[src/rtl/div64by32.sv]
// Sequential 64/32 unsigned restoring divider, one quotient bit per clock.
// Divide-by-zero and quotient overflow are flagged through err with done.
module div64by32 (
  input  logic        clk,
  input  logic        reset,
  input  logic        start,
  input  logic [63:0] dataa,
  input  logic [31:0] datab,
  output logic [31:0] quotient,
  output logic [31:0] remainder,
  output logic        err,
  output logic        done,
  output logic        busy
);

  localparam int unsigned W  = 32;
  localparam int unsigned CW = 5;

  typedef enum logic [1:0] {S_IDLE, S_CHECK, S_ITER, S_DONE} state_e;

  state_e        state_q, state_d;
  logic [W-1:0]  p_q, p_d;
  logic [W-1:0]  q_q, q_d;
  logic [W-1:0]  d_q, d_d;
  logic [W-1:0]  quot_q, quot_d;
  logic [W-1:0]  rem_q, rem_d;
  logic [CW-1:0] cnt_q, cnt_d;
  logic          err_q, err_d;
  logic          done_q, done_d;
  logic          busy_q, busy_d;
  logic [W:0]    diff_c;

  // P < D is held through ITER, so one extra bit covers the trial subtraction.
  assign diff_c = {p_q, q_q[W-1]} - {1'b0, d_q};

  // Next-state and datapath update.
  always_comb begin
    state_d = state_q;
    p_d     = p_q;
    q_d     = q_q;
    d_d     = d_q;
    quot_d  = quot_q;
    rem_d   = rem_q;
    cnt_d   = cnt_q;
    err_d   = err_q;
    case (state_q)
      S_IDLE: begin
        if (start) begin
          p_d     = dataa[2*W-1:W];
          q_d     = dataa[W-1:0];
          d_d     = datab;
          state_d = S_CHECK;
        end
      end
      S_CHECK: begin
        if (d_q == '0) begin
          quot_d  = '1;
          rem_d   = q_q;
          err_d   = 1'b1;
          state_d = S_DONE;
        end else if (p_q >= d_q) begin
          quot_d  = '1;
          rem_d   = '1;
          err_d   = 1'b1;
          state_d = S_DONE;
        end else begin
          cnt_d   = '0;
          err_d   = 1'b0;
          state_d = S_ITER;
        end
      end
      S_ITER: begin
        if (!diff_c[W]) begin
          p_d = diff_c[W-1:0];
          q_d = {q_q[W-2:0], 1'b1};
        end else begin
          p_d = {p_q[W-2:0], q_q[W-1]};
          q_d = {q_q[W-2:0], 1'b0};
        end
        cnt_d = cnt_q + CW'(1);
        if (cnt_q == CW'(W-1)) begin
          quot_d  = q_d;
          rem_d   = p_d;
          state_d = S_DONE;
        end
      end
      S_DONE:  state_d = S_IDLE;
      default: state_d = S_IDLE;
    endcase
    done_d = (state_d == S_DONE);
    busy_d = (state_d != S_IDLE);
  end

  always_ff @(posedge clk or negedge reset) begin
    if (!reset) begin
      state_q <= S_IDLE;
      p_q     <= '0;
      q_q     <= '0;
      d_q     <= '0;
      quot_q  <= '0;
      rem_q   <= '0;
      cnt_q   <= '0;
      err_q   <= 1'b0;
      done_q  <= 1'b0;
      busy_q  <= 1'b0;
    end else begin
      state_q <= state_d;
      p_q     <= p_d;
      q_q     <= q_d;
      d_q     <= d_d;
      quot_q  <= quot_d;
      rem_q   <= rem_d;
      cnt_q   <= cnt_d;
      err_q   <= err_d;
      done_q  <= done_d;
      busy_q  <= busy_d;
    end
  end

  assign quotient  = quot_q;
  assign remainder = rem_q;
  assign err       = err_q;
  assign done      = done_q;
  assign busy      = busy_q;

endmodule
[config.mk]
export PLATFORM = sky130hd
export DESIGN_NAME = div64by32
export DESIGN_NICKNAME = d
export VERILOG_FILES = /design/src/rtl/div64by32.sv
export SDC_FILE = /design/constraint.sdc
export NUM_CORES = 1
export LEC_CHECK = 0
export ABC_AREA = 1
export BUFFER_PORTS_ARGS = -buffer_cell sky130_fd_sc_hd__buf_2
export CAP_MARGIN = 15
export CORE_MARGIN = 8
export CORE_UTILIZATION = 29
export CTS_BUF_LIST = sky130_fd_sc_hd__clkbuf_16
export CTS_CLUSTER_SIZE = 28
export DETAILED_ROUTE_END_ITERATION = 16
export GPL_TIMING_DRIVEN = 0
export PLACE_DENSITY = 0.47
export SYNTH_ARGS = -nofsm -noshare
export SYNTH_HDL_FRONTEND = slang
export SYNTH_SLANG_ARGS = --single-unit
[constraint.sdc]
create_clock -name clk -period 3.5 [get_ports clk]
set_input_delay 0.875 -clock clk [delete_from_list [all_inputs] [get_ports clk]]
set_output_delay 0.875 -clock clk [all_outputs]
set_load 0.05 [all_outputs]
==> impl_metrics.json, run 1 <==
{
  "dp_slack_ns": 0.378,
  "worstSetupPathType": "reg2reg",
  "critical_path.max_fanout": 10,
  "holdBufCountCts": 0,
  "vias": 11600,
  "grtUsageTotal_pct": 18.7,
  "slowest_stage": "dfrtp_1",
  "initial_core_util_pct": 29.1,
  "critPathMaxStageDelay_ns": 0.43,
  "nFillCells": 4499,
  "dp_cells": 2462,
  "areaGrowthSynthToFinish_pct": 17.8,
  "cts_buffers": 17,
  "synth_edf_count": 0,
  "dieArea_sq_um": 47300,
  "vias_per_cell": 4.63,
  "dr.pass1.iters": 5,
  "critPathTopFamily": "simple AND/OR/NAND/NOR gates",
  "ant_nets": 0,
  "nNetsFinal": 2118,
  "drc_errors": 0,
  "drv_cap": 0,
  "synth_cells": 1764,
  "fin_cells": 2493,
  "dp_hpwl_um": 35900,
  "clock_latency_ns": 0.46,
  "utilization_pct": 34.3,
  "ctsResizeCount": 0,
  "root_buffer": "clkbuf_16",
  "multi_input_area_sq_um": 6250,
  "end_kind": "flop",
  "syn_area_sq_um": 11800,
  "clock-skew-final_ns": 0.0160,
  "worst-path-stages": 19,
  "core_sq_um": 40500,
  "wl_per_cell_um": 17.6,
  "r2r_setup_slack_ns": 0.33,
  "cp_common_cell": "nand2_1",
  "rr_endpoint": "remainder[18]",
  "rsz0062_at_grt": "false",
  "routed_wirelength_um": 43800,
  "critPathBufInv": 3,
  "pin_count": 166,
  "cts_buffer_depth": 2,
  "outcome": "finished clean",
  "hp-class": "in2async",
  "synthArstFlopShare_pct": 100,
  "ys_ff_latch": 170,
  "fin_crit_ns": 3.17,
  "tightest_slew_ns": 0.786,
  "synth_top_flop_cell": "dfrtp_1",
  "cp-start-kind": "flop",
  "hold_ws_ns": 0.448,
  "final_layout_size_suffix_gt1_share_pct": 13.2,
  "area.sequential_sq_um": 4250,
  "fin_crit_sh_pct": 90.6,
  "yosys_warnings": 0,
  "cts_sinks": 170,
  "synth_cell_type_count": 37,
  "grt_overflow": 0,
  "slew_headroom_pct": 47.6,
  "cts_tree": "done",
  "die_width_um": 218,
  "cts_htree_levels": 4,
  "finalWeightedCongestion": 0.921,
  "setup_viol_count_final": 0,
  "avgSynthCellArea_sq_um": 6.68,
  "cp_data_required_time_ns": 3.88,
  "max_freq_mhz": 315,
  "synth.yosys.seq_area_share_pct": 36.1,
  "portBuffers": 165,
  "antenna_cells": 0,
  "grt_max_degree": 96,
  "post-cts-setup-buffers": 0,
  "antenna_found_initial": 0,
  "worstRegToRegCells": 19,
  "rows": 74,
  "cp_data_arrival_time_ns": 3.55,
  "cp_cell_sequence": "inv_1 -> ha_1 -> fa_1 -> inv_1 -> nand3_1 -> nand2_1 -> nand2_1 -> nand2_1 -> nand2_1 -> nand2_1 -> nand2_2 -> nand2_4 -> nand2_4 -> nand2_8 -> buf_6 -> nand3_1 -> nand2_1 -> nor2_1 -> nor2_1",
  "r2r-start": "q_q[31]",
  "grt_pass1_wl_um": 68100,
  "drt_iter0_markers": 683,
  "slew_violations": 0,
  "path_clk_slew_ns": 0.07,
  "syn-num-nets": 1933,
  "dieHeight_um": 218,
  "grt_pass1_vias": 11800,
  "final-hold-violation-count": 0,
  "fin_ws_ns": 0.330
}
==> cell families (layout without fill, tap and decap cells) <==
logic type / after synthesis / after routing / synth area share, %
DFF: 170 / 170 / 36.1
adders and majority gates: 70 / 70 / 7.50
and+or+nand+nor: 957 / 957 / 34.1
buffers and inverters: 326 / 523 / 10.9
AOI/OAI and AO/OA: 227 / 227 / 10.4
xor gates and xnor gates: 14 / 14 / 1.04
==> final cells by class <==
type                    instances  area share (%)
well taps                     532            4.79
inverters                     259            7.00
flip-flops and latches        170            30.6
clock buffers                  17            3.06
clock inverters                14            1.05
plain buffers                  67            2.21
multi-input cells            1268            45.0
repair buffers                166            6.22
==> registers in the layout (all words and copies together), names as in the netlist <==
name       count
busy           1
cnt_q          5
d_q           32
done           1
err            1
p_q           32
q_q           32
quotient      32
remainder     32
state_q        2
==> worst max path at each step <==
stage                     startpoint  slack, ns            end
after floorplan              q_q[31]       1.12  remainder[30]
final                        q_q[31]       0.33  remainder[18]
after detailed placement     p_q[31]       0.38  remainder[14]
after global placement         reset      -1.40        d_q[25]
after global routing         q_q[31]       0.09  remainder[17]
after CTS                    p_q[31]       0.35  remainder[14]
==> cell usage in the layout, fill, tap and decap left out, types with 2 or more instances in the layout <==
cell type,synthesis,routed
inv_1,254,255
a21oi_1,102,102
nand3_1,161,161
nand4_1,10,10
nor3_1,15,15
or2_2,31,31
nand2_1,582,582
inv_2,3,3
o21ai_0,87,87
nand2_4,4,4
clkbuf_16,0,17
buf_1,5,5
bufinv_16,0,2
o211ai_1,32,32
clkbuf_1,43,43
xor2_1,13,13
buf_4,5,5
buf_2,11,175
clkinv_4,0,2
ha_1,69,69
buf_6,3,3
nand3_2,3,3
and2_1,7,7
nor2_1,138,138
clkinv_1,2,4
dfrtp_1,170,170
clkinvlp_4,0,2
inv_6,0,3
==> cells in the mapped netlist (7+ instances only) <==
master | number | area [sq um]
buf_2 | 11 | 55.1
a21oi_1 | 102 | 510
nand3_1 | 161 | 806
o211ai_1 | 32 | 240
inv_1 | 254 | 953
dfrtp_1 | 170 | 4250
ha_1 | 69 | 863
nor2_1 | 138 | 518
xor2_1 | 13 | 114
nand4_1 | 10 | 62.6
o21ai_0 | 87 | 435
nor3_1 | 15 | 75.1
clkbuf_1 | 43 | 161
and2_1 | 7 | 43.8
or2_2 | 31 | 194
nand2_1 | 582 | 2180
==> through the flow <==
step           cell area (sq um)  TNS (ns)
2_1_floorplan              11800         0
3_5_place_dp               13300         0
4_1_cts                    13900         0
5_1_grt                    13900         0
6_report                   13900         0
3_3_place_gp               13300   -234.37
==> layer usage <==
layer / vias up / GRT usage (%) / share of wire (%)
met5: - / 0 / 0
met4: 0 / 6.00 / 2.4
met3: 38 / 3.16 / 4.8
met2: 250 / 29.7 / 44
met1: 5341 / 25.5 / 48
li1: 5923 / - / -
Power of run 1 is not shown: default switching activity piles up to over one toggle a cycle in this logic, so the estimate is an artifact.
==> inputs of run 2 (changes only) <==
==> constraint.sdc (replaced) <==
create_clock -name clk -period 3.5 [get_ports clk]
set_input_delay 0.175 -clock clk [delete_from_list [all_inputs] [get_ports clk]]
set_output_delay 0.175 -clock clk [all_outputs]
set_load 0.05 [all_outputs]
==> impl_metrics.json, run 2 (synthesized netlist as in run 1, its figures left out) <==
{
  "outcome": "finished clean",
  "met2_length_um": 19700,
  "final_common_cell": "nand2_1",
  "drv_cap": 0,
  "finalWeightedCongestion": 0.921,
  "rsz0062_at_grt": "false",
  "max_freq_mhz": 316,
  "final_layout_size_suffix_gt1_share_pct": 12.8,
  "grtUsageTotal_pct": 18.8,
  "antenna_cells": 0,
  "path_clk_slew_ns": 0.07,
  "setup_viol_count_final": 0,
  "rows": 74,
  "hold_ws_ns": 0.0140,
  "hp-start": "dataa[23]",
  "wl_met3_um": 2080,
  "dieArea_sq_um": 47300,
  "wl_per_cell_um": 17.2,
  "cts_tree": "done",
  "vias_per_cell": 4.63,
  "core_sq_um": 40500,
  "ctsResizeCount": 0,
  "slew_violations": 0,
  "ant_nets": 0,
  "cp-start-kind": "flop",
  "routed_wirelength_um": 44000,
  "dp_hpwl_um": 35900,
  "final_cell_mix": "nand2_1, inv_1, buf_2",
  "wl_met1_um": 21200,
  "clock_latency_ns": 0.46,
  "r2r-start": "q_q[31]",
  "cp_cell_sequence": "inv_1 -> ha_1 -> fa_1 -> inv_1 -> nand3_1 -> nand2_1 -> nand2_1 -> nand2_1 -> nand2_1 -> nand2_1 -> nand2_2 -> nand2_4 -> nand2_4 -> nand2_8 -> buf_6 -> nand3_1 -> nand2_1 -> nor2_1 -> nor2_1",
  "initial_core_util_pct": 29.1,
  "dr.pass1.iters": 5,
  "postLayoutCellArea_sq_um": 14500,
  "grt_pass1_wl_um": 69000,
  "hp-class": "in2reg",
  "holdBufCountCts": 59,
  "drc_errors": 0,
  "critPathBufInv": 3,
  "root_buffer": "clkbuf_16",
  "pin_count": 166,
  "fin_crit_ns": 3.16,
  "clock-skew-final_ns": 0.0155,
  "placed_cell_area_sq_um": 13300,
  "worstSetupPathType": "reg2reg",
  "nNetsFinal": 2177,
  "cts_htree_levels": 4,
  "cp_data_arrival_time_ns": 3.55,
  "cts_buffers": 17,
  "slew_headroom_pct": 47.6,
  "grt_overflow": 0,
  "drt_iter0_markers": 681,
  "final-hold-violation-count": 0,
  "finalSetupTns_ns": 0,
  "vias": 11800,
  "fin_crit_sh_pct": 90.3,
  "critPathMaxStageDelay_ns": 0.42,
  "dieHeight_um": 218,
  "cts_sinks": 170,
  "grt_max_degree": 96,
  "end_kind": "flop",
  "cp_data_required_time_ns": 3.89,
  "slowest_stage": "dfrtp_1",
  "portBuffers": 165,
  "post-cts-setup-buffers": 0,
  "cp_common_cell": "nand2_1",
  "cts_buffer_depth": 2,
  "cp-startpoint": "q_q[31]",
  "die_width_um": 218,
  "critPathTopFamily": "simple AND/OR/NAND/NOR gates",
  "critical_path.max_fanout": 10,
  "grt_pass1_vias": 12000,
  "fin_cells": 2552,
  "dp_cells": 2462,
  "areaGrowthSynthToFinish_pct": 22.8,
  "antenna_found_initial": 0,
  "routed.top_layer": "met4",
  "tightest_slew_ns": 0.786
}
-- run 2: changes by cell type in the layout (fill, tap and decap cells not counted), sizes merged --
cell,previous run,this run
dlygate4sd3,0,59
-- run 2: final cells by class --
class / count / area (sq um)
fillers: 4455 / 26000
multi-input cells: 1268 / 6250
flip-flops and latches: 170 / 4250
clock inverters: 14 / 146
clock buffers: 17 / 425
plain buffers: 67 / 307
inverters: 259 / 972
repair buffers: 225 / 1450
well taps: 532 / 666
-- run 2: worst paths after layout --
kind                       cells past startpoint       endpoint  slack [ns]
min in group asynchronous                      2    quotient[9]        0.34
max                                           19  remainder[19]        0.34
max in group asynchronous                      3        d_q[25]        2.29
max reg2reg                                   19  remainder[19]        0.34
min                                            3        q_q[23]        0.01
min reg2reg                                    2   quotient[16]        0.47
-- run 2: stage by stage --
stage,worst slack [ns],utilization (%)
floorplan,1.12,-
global placement,-0.701,32.8
detailed placement,0.378,32.9
CTS,0.349,35.8
global route,0.0915,35.8
finish,0.339,35.8
-- run 2: tightest hold or removal path, stage by stage --
cell	delay [ns]
buf_2	0.09
o211ai_1	0.08
o21ai_0	0.08
-- run 2: routing by layer --
layer | vias to the layer above | global-route usage [%]
met5 | - | 0
met4 | 0 | 6.00
met3 | 38 | 3.05
met2 | 280 | 30.0
met1 | 5458 | 25.7
li1 | 6037 | -
Power of run 2 is left out for the same reason.
